File: config.mk
export PLATFORM = sky130hd
export DESIGN_NAME = ff_bank_rd
export DESIGN_NICKNAME = d
export VERILOG_FILES = /design/src/rtl/ff_bank_rd_pkg.sv /design/src/rtl/ff_bank_rd_store.sv /design/src/rtl/ff_bank_rd.sv
export SDC_FILE = /design/constraint.sdc
export NUM_CORES = 1
export LEC_CHECK = 0
export ABC_AREA = 0
export ABC_CLOCK_PERIOD_IN_PS = 1400
export CAP_MARGIN = 20
export CELL_PAD_IN_SITES_DETAIL_PLACEMENT = 1
export CELL_PAD_IN_SITES_GLOBAL_PLACEMENT = 1
export CORE_UTILIZATION = 35
export CTS_BUF_LIST = sky130_fd_sc_hd__clkbuf_4
export DETAILED_ROUTE_END_ITERATION = 10
export PLACE_DENSITY = 0.81
export SYNTH_ARGS = -nofsm -noshare
export SYNTH_HDL_FRONTEND = slang
export SYNTH_HIERARCHICAL = 1
export SYNTH_SLANG_ARGS = --single-unit
export TNS_END_PERCENT = 5
File: constraint.sdc
create_clock -name Clk_CI -period 1.4 [get_ports Clk_CI]
set_clock_uncertainty 0.05 [all_clocks]
set_input_delay 0.21 -clock Clk_CI [delete_from_list [all_inputs] [get_ports Clk_CI]]
set_output_delay 0.21 -clock Clk_CI [all_outputs]
set_load 0.01 [all_outputs]
File: src/rtl/ff_bank_rd_pkg.sv
// Shared types and constants for the ff_bank_rd frame reader.
// Holds the FSM state encoding, default geometry and the index-width helper.
package ff_bank_rd_pkg;

   localparam int DEF_DATA_WIDTH  = 10;
   localparam int DEF_NUM_ENTRIES = 8;

   typedef enum logic {
      ST_IDLE   = 1'b0,
      ST_STREAM = 1'b1
   } state_e;

   // Index width, never below one bit so a 2-entry frame still has an index.
   function automatic int idx_width(input int num_entries);
      return (num_entries <= 2) ? 1 : $clog2(num_entries);
   endfunction

endpackage

File: src/rtl/ff_bank_rd_store.sv
// Load-enabled register bank holding one frame of words.
// A synchronous clear wipes every entry and wins over a simultaneous load.
module ff_bank_rd_store
   import ff_bank_rd_pkg::*;
#(
   parameter int DATA_WIDTH  = DEF_DATA_WIDTH,
   parameter int NUM_ENTRIES = DEF_NUM_ENTRIES
) (
   input  logic                              i_clk,
   input  logic                              i_clear,
   input  logic                              i_load,
   input  logic [NUM_ENTRIES*DATA_WIDTH-1:0] i_data,
   output logic [DATA_WIDTH-1:0]             o_bank [NUM_ENTRIES]
);

   logic [DATA_WIDTH-1:0] r_bank [NUM_ENTRIES];

   // NOTE: the bank is a register array, not RAM, so clearing every entry on reset is legal and required here.
   always_ff @(posedge i_clk) begin
      if (i_clear) begin
         for (int k = 0; k < NUM_ENTRIES; k++) r_bank[k] <= '0;
      end else if (i_load) begin
         for (int k = 0; k < NUM_ENTRIES; k++) r_bank[k] <= i_data[k*DATA_WIDTH +: DATA_WIDTH];
      end
   end

   assign o_bank = r_bank;

endmodule

File: src/rtl/ff_bank_rd.sv
// Frame reader: parallel-loads a frame of signed words, then streams them out one per accepted transfer.
// Optional frame counter port FrameCnt_DO is enabled by defining FF_BANK_RD_FRAME_CNT_EN.
module ff_bank_rd
   import ff_bank_rd_pkg::*;
#(
   parameter int DATA_WIDTH  = DEF_DATA_WIDTH,
   parameter int NUM_ENTRIES = DEF_NUM_ENTRIES
) (
   input  logic                              Clk_CI,
   input  logic                              Rst_RBI,
   input  logic                              Load_SI,
   input  logic [NUM_ENTRIES*DATA_WIDTH-1:0] D_DI,
   output logic                              LoadRdy_SO,
   input  logic                              Ready_SI,
   output logic                              Valid_SO,
   output logic signed [DATA_WIDTH-1:0]      Q_DO,
   output logic                              Last_SO
`ifdef FF_BANK_RD_FRAME_CNT_EN
   ,
   output logic [7:0]                        FrameCnt_DO
`endif
);

   localparam int                IDX_W    = idx_width(NUM_ENTRIES);
   localparam logic [IDX_W-1:0]  LAST_IDX = IDX_W'(NUM_ENTRIES - 1);

   state_e                r_state;
   state_e                w_state_nxt;
   logic [IDX_W-1:0]      r_idx;
   logic [IDX_W-1:0]      w_idx_nxt;
   logic                  w_load;
   logic [DATA_WIDTH-1:0] w_bank [NUM_ENTRIES];

   ff_bank_rd_store #(
      .DATA_WIDTH  (DATA_WIDTH),
      .NUM_ENTRIES (NUM_ENTRIES)
   ) u_store (
      .i_clk   (Clk_CI),
      .i_clear (!Rst_RBI),
      .i_load  (w_load),
      .i_data  (D_DI),
      .o_bank  (w_bank)
   );

   // NOTE: every always_comb output gets a default first so no path leaves it unassigned (no latch).
   always_comb begin
      w_state_nxt = r_state;
      w_idx_nxt   = r_idx;
      w_load      = 1'b0;
      LoadRdy_SO  = 1'b0;
      Valid_SO    = 1'b0;
      unique case (r_state)
         ST_IDLE: begin
            LoadRdy_SO = 1'b1;
            if (Load_SI) begin
               w_load      = 1'b1;
               w_idx_nxt   = '0;
               w_state_nxt = ST_STREAM;
            end
         end
         ST_STREAM: begin
            Valid_SO = 1'b1;
            if (Ready_SI) begin
               if (r_idx == LAST_IDX) begin
                  w_idx_nxt   = '0;
                  w_state_nxt = ST_IDLE;
               end else begin
                  w_idx_nxt = r_idx + IDX_W'(1);
               end
            end
         end
      endcase
   end

   // NOTE: state registers use non-blocking assignments so all flops update together at the edge.
   always_ff @(posedge Clk_CI) begin
      if (!Rst_RBI) begin
         r_state <= ST_IDLE;
         r_idx   <= '0;
      end else begin
         r_state <= w_state_nxt;
         r_idx   <= w_idx_nxt;
      end
   end

   assign Last_SO = Valid_SO && (r_idx == LAST_IDX);
   assign Q_DO    = Valid_SO ? $signed(w_bank[r_idx]) : '0;

`ifdef FF_BANK_RD_FRAME_CNT_EN
   logic [7:0] r_frame_cnt;

   // Counts completed frames; the 8-bit register wraps 255 -> 0 naturally.
   always_ff @(posedge Clk_CI) begin
      if (!Rst_RBI) begin
         r_frame_cnt <= '0;
      end else if (Valid_SO && Ready_SI && Last_SO) begin
         r_frame_cnt <= r_frame_cnt + 8'd1;
      end
   end

   assign FrameCnt_DO = r_frame_cnt;
`endif

endmodule

==> results.json, run 1 <==
{
  "synthCells": 327,
  "dieArea_um2": 11030,
  "clk_latency_ns": 0.44,
  "synth_top_area_share_pct": 45.28,
  "slowest_stage": "mux4_2",
  "drc": 0,
  "track_usage_pct": 20.76,
  "fin_crit_ns": 2.223,
  "crit_required_ns": 1.14,
  "dr_total_vias": 3017,
  "drtPass1Iterations": 6,
  "grt_pass1_wl_um": 17370,
  "antenna_left": 0,
  "num_antenna_cells": 0,
  "worstPathCellList": "buf_12, buf_6, mux4_2, mux2i_1, nor2_1, buf_2",
  "syn2layout_area_growth_pct": 46.93,
  "worstPathMaxFanout": 7,
  "ys_seq_area_share_pct": 45.28,
  "synthTopCellsByArea": "dfxtp_1 (45%), mux2i_1 (25%), mux4_2 (12%), nor2_1 (9.2%), buf_8 (3.2%)",
  "max_stage_delay_ns": 0.48,
  "cts-htree-levels": 3,
  "synthesis.area_um2": 3714,
  "wirelength_um": 11070,
  "netlist_top_cells_count": "mux2i_1 (91), nor2_1 (91), dfxtp_1 (84)",
  "slew_headroom_pct": 80.49,
  "fin_tns_setup_ns": -9.174,
  "clock_path_buffers": 2,
  "die_w_um": 105.0,
  "worstMarginPinSlew_ns": 0.2923,
  "cts_buffers": 9,
  "cts_tree": "built",
  "async_flop_share_pct": 0,
  "min_period_over_period_pct": 158.8,
  "hpwl_um": 8128,
  "drtIter0Drc": 91,
  "slew_violations": 0,
  "antenna_found_initial": 0,
  "ys.flop_type": "dfxtp_1",
  "grt-ovfl-total": 0,
  "synth_edf_count": 0,
  "run_status": "complete, but fails checks",
  "cp_top_family": "multiplexers",
  "worst_ep_arrival_time_ns": 1.96,
  "endpoint_kind": "output port",
  "syn_area_per_cell_um2": 11.36,
  "viasPerCell": 4.930,
  "ios": 97,
  "crit_path_start_kind": "flip-flop",
  "die_y_um": 105.0,
  "yosysTopAreaCell": "dfxtp_1",
  "wl_per_cell_um": 18.08,
  "timing.fmax_ghz": 0.4499,
  "postCtsHoldBufs": 0,
  "grt_max_degree": 37,
  "hold_class": "primary input to flip-flop",
  "rsz0062_at_grt": "yes",
  "hold_viol_final": 0,
  "drive_above_1_share_pct": 24.79,
  "holdWs_ns": 0.3225,
  "fp.coreArea_um2": 10320,
  "irDropWorstVdd_mv": 0.5567,
  "fillers": 1113,
  "p_per_area_nw_per_um2": 1009,
  "p_leak_nw": 2.244,
  "ys_ff_latch": 84,
  "synth.net_count": 413,
  "clkSinkCount": 84,
  "io_buffer_count": 96,
  "violations": "setup timing",
  "clk_pin_slew_ns": 0.14,
  "seqCellArea_um2": 1687,
  "setup_slack_ns": -0.8228,
  "ys_types": 22,
  "multi_input_area_um2": 1862,
  "drv_cap": 0,
  "crit_type": "flip-flop to output port",
  "setup_violations": 20,
  "first_global_vias": 3357,
  "root_buffer": "clkbuf_4",
  "path_buf_inv": 3,
  "yosysWarningCount": 6,
  "gp_congestion": 0.7175,
  "fp-row-count": 37,
  "start_util_pct": 35.97,
  "layout.nets": 558
}
per-layer routing:
layer | global-route usage [%] | wire length [um]
met1 | 24.47 | 4647
met2 | 36.23 | 5713
met3 | 3.743 | 425
met4 | 10.16 | 279
met5 | 0 | 0
metrics by stage:
stage | power [mW] | utilization (%) | instances | area, um2 | setup slack (ns)
floorplan | 3.100 | - | 327 | 3721 | -0.06286
global placement | 3.582 | 50.71 | 596 | 5235 | -0.6273
detailed placement | 3.628 | 50.71 | 596 | 5235 | -0.6669
CTS | 5.527 | 52.53 | 612 | 5423 | -0.8339
global route | 5.715 | 52.85 | 612 | 5456 | -0.8882
finish | 5.505 | 52.85 | 612 | 5456 | -0.8228
cell families (layout without fill, tap and decap cells):
| kind of cell | Yosys count | in the layout | synth area share (%) |
|---|---|---|---|
| AO/OA/AOI/OAI | 5 | 5 | 0.8087 |
| multiplexers | 111 | 111 | 36.76 |
| flip-flops | 84 | 84 | 45.28 |
| adder cells (fa/ha/maj) | 2 | 2 | 0.6737 |
| AND/OR/NAND/NOR | 98 | 98 | 10.24 |
| buffers and inverters | 27 | 176 | 6.233 |
worst register-to-register path: stages (launching register included):
cell and delay, ns:
dfxtp_4 0.41, buf_6 0.14, buf_6 0.12, ha_4 0.15, ha_4 0.15, buf_4 0.13, or3_1 0.36, a21oi_2 0.12
worst paths after layout:
| check | start | slack, ns | depth (start not counted) | end |
|---|---|---|---|---|
| setup / recovery | r_idx[1] | -0.82 | 6 | Q_DO[1] |
| hold reg to reg | u_store/o_bank[68] | 0.47 | 2 | u_store/o_bank[68] |
| hold / removal | D_DI[58] | 0.32 | 3 | u_store/o_bank[28] |
| setup reg to reg | r_idx[1] | -0.29 | 7 | r_idx[0] |
power breakdown:
part	switching, mW	total, mW	internal, mW
clock network	0.841	1.90	1.06
registers	0.0931	2.62	2.53
logic	0.379	0.976	0.597
sequential cells by signal, indices dropped and copies added, names as in the netlist:
signal          flops
u_store/o_bank     80
r_idx               3
r_state             1
cell usage in the layout (no fill, tap or decap), types with 2 or more instances in the layout:
| cell | synthesis | layout |
|---|---|---|
| ha_4 | 0 | 2 |
| buf_4 | 2 | 47 |
| buf_6 | 4 | 4 |
| nor2_1 | 91 | 91 |
| nand2_1 | 3 | 3 |
| clkinv_1 | 0 | 2 |
| buf_12 | 0 | 10 |
| buf_2 | 1 | 10 |
| bufinv_16 | 0 | 4 |
| a21oi_2 | 0 | 2 |
| buf_8 | 8 | 2 |
| mux2i_1 | 91 | 89 |
| clkdlybuf4s50_1 | 0 | 84 |
| mux4_2 | 19 | 20 |
| mux2i_4 | 0 | 2 |
| clkbuf_4 | 0 | 9 |
| dfxtp_1 | 84 | 82 |
layout make-up:
class	instances	area share, %
well taps	136	3.119
clock inverters	6	2.339
repair buffers	159	28.14
multi-input cells	216	34.12
clock buffers	9	1.238
flip-flops and latches	84	30.91
inverters	2	0.1376
timing repair:
item,in CTS,in global routing
cloned,0,0
endpoints found under the setup margin,32,86
resized for setup,57,9
pin swaps,4,0
buffers inserted,2,0
endpoints found under the hold margin,0,0
Note: power is estimated with default switching activity, not from simulation.
==> run 2: changes to the inputs <==
--- a/config.mk
+++ b/config.mk
@@ -10,8 +10,10 @@
 export CAP_MARGIN = 20
 export CELL_PAD_IN_SITES_DETAIL_PLACEMENT = 1
 export CELL_PAD_IN_SITES_GLOBAL_PLACEMENT = 1
+export CORE_ASPECT_RATIO = 1.5
 export CORE_UTILIZATION = 35
 export CTS_BUF_LIST = sky130_fd_sc_hd__clkbuf_4
+export CTS_CLUSTER_SIZE = 25
 export DETAILED_ROUTE_END_ITERATION = 10
 export PLACE_DENSITY = 0.81
 export SYNTH_ARGS = -nofsm -noshare
==> results.json, run 2 (same netlist as run 1, synthesis figures left out) <==
{
  "cts_tree": "built",
  "fp-row-count": 45,
  "gp_congestion": 0.7502,
  "layout.nets": 550,
  "ios": 97,
  "clkSinkCount": 84,
  "worstPathCellList": "buf_6, buf_6, mux4_2, mux2i_1, nor2_1, buf_2",
  "timing.fmax_ghz": 0.4553,
  "start_util_pct": 36.24,
  "hold_class": "primary input to flip-flop",
  "final_util_pct": 51.92,
  "worst_ep_arrival_time_ns": 1.94,
  "root_buffer": "clkbuf_4",
  "endpoint_kind": "output port",
  "cts-htree-levels": 3,
  "hold_viol_final": 0,
  "place_inst": 589,
  "final_common_cell": "nor2_1",
  "multi_input_area_um2": 1837,
  "finish.instance_area_um2": 5320,
  "p_per_area_nw_per_um2": 942.1,
  "track_usage_pct": 19.92,
  "wl_per_cell_um": 17.47,
  "grt_pass1_wl_um": 16320,
  "fin_crit_ns": 2.196,
  "seqCellArea_um2": 1688,
  "min_period_over_period_pct": 156.9,
  "clkPwrFrac_pct": 29.2,
  "swShare_pct": 27.02,
  "wirelength_um": 10670,
  "slew_headroom_pct": 76.18,
  "postCtsHoldBufs": 0,
  "die_w_um": 86.11,
  "cts_buffers": 9,
  "drive_above_1_share_pct": 23.67,
  "dr_total_vias": 2951,
  "fillers": 1141,
  "largest_reg_flops": 80,
  "drc": 0,
  "drv_cap": 0,
  "crit_type": "flip-flop to output port",
  "final_cell_mix": "nor2_1 (91), mux2i_1 (90), clkdlybuf4s50_1 (83)",
  "drtIter0Drc": 100,
  "instances_no_fill": 611,
  "slew_violations": 0,
  "antenna_found_initial": 0,
  "power_frac_comb_pct": 18.5,
  "setup_violations": 19,
  "setup_slack_ns": -0.7964,
  "p_int_mw": 3.658,
  "clk_latency_ns": 0.45,
  "first_global_vias": 3233,
  "grt-ovfl-total": 0,
  "io_buffer_count": 96,
  "crit_path_start_kind": "flip-flop",
  "worstMarginPinSlew_ns": 0.3474,
  "antenna_left": 0,
  "run_status": "complete, but fails checks",
  "sequentialPowerShare_pct": 52.3,
  "p_leak_nw": 2.181,
  "irDropWorstVdd_mv": 0.3621,
  "dieArea_um2": 11030,
  "syn2layout_area_growth_pct": 43.26,
  "crit_required_ns": 1.14,
  "die_y_um": 128.2,
  "clock_path_buffers": 2,
  "rsz0062_at_grt": "yes",
  "slowest_stage": "mux4_2",
  "fp.coreArea_um2": 10250,
  "grt_max_degree": 32,
  "viasPerCell": 4.830,
  "max_stage_delay_ns": 0.48,
  "place_area_um2": 5164,
  "drtPass1Iterations": 4,
  "clk_pin_slew_ns": 0.14,
  "violations": "setup timing",
  "p_switching_mw": 1.354,
  "hpwl_um": 8092,
  "path_common_cell": "buf_6",
  "worstPathMaxFanout": 5
}
-- run 2: through the flow --
step	worst slack [ns]	TNS, ns	hold WS [ns]	power (mW)
CTS	-0.8409	-8.786	0.2657	5.052
global placement	-0.6160	-21.83	0.4203	3.573
finish	-0.7964	-8.695	0.2944	5.012
floorplan	-0.06286	-0.5641	0.2704	3.100
global route	-0.9064	-11.13	0.2794	5.227
detailed placement	-0.6685	-24.68	0.4354	3.607
-- run 2: path summary, 6_finish.rpt --
path / start / endpoint / slack (ns) / cells past startpoint
min: Rst_RBI / r_state / 0.29 / 3
max: r_idx[1] / Q_DO[2] / -0.80 / 6
max reg2reg: r_idx[1] / r_idx[0] / -0.09 / 6
min reg2reg: u_store/o_bank[1] / u_store/o_bank[1] / 0.46 / 2
-- run 2: critical path: cells and delay by family, from the launching register on --
family	cells	cell delay [ns]
buffers and inverters	3	0.36
flip-flops	1	0.42
multiplexers	2	0.64
AND/OR/NAND/NOR	1	0.06
-- run 2: routing by layer --
| metal | vias up | global-route usage (%) | wire length, um |
|---|---|---|---|
| li1 | 1412 | - | - |
| met1 | 1436 | 20.20 | 3882 |
| met2 | 79 | 37.96 | 6024 |
| met3 | 24 | 3.735 | 403 |
| met4 | 0 | 10.10 | 363 |
| met5 | - | 0 | 0 |
-- run 2: area by class of cell --
type | count | area share (%)
clock inverter | 7 | 1.388
clock buffer | 9 | 1.270
multi-input combinational | 216 | 34.52
tap | 141 | 3.316
inverter | 2 | 0.1411
antenna | 1 | 0.04704
sequential | 84 | 31.73
timing repair buffer | 151 | 27.59
-- run 2: repair_timing --
action                                  4_1_cts  5_1_grt
endpoints found under the setup margin       35       65
pin swaps                                     4       12
setup buffers                                 5        2
endpoints found under the hold margin         0        0
gates resized for setup                      63        3
-- run 2: power by group through the flow --
| stage | Sequential (mW) | Clock, mW | Combinational, mW |
|---|---|---|---|
| 4_1_cts | 2.62 | 1.50 | 0.931 |
| 2_1_floorplan | 2.63 | 0 | 0.469 |
| 3_3_place_gp | 2.67 | 0 | 0.907 |
| 5_1_grt | 2.64 | 1.60 | 0.991 |
| 6_report | 2.62 | 1.46 | 0.928 |
| 3_5_place_dp | 2.67 | 0 | 0.932 |
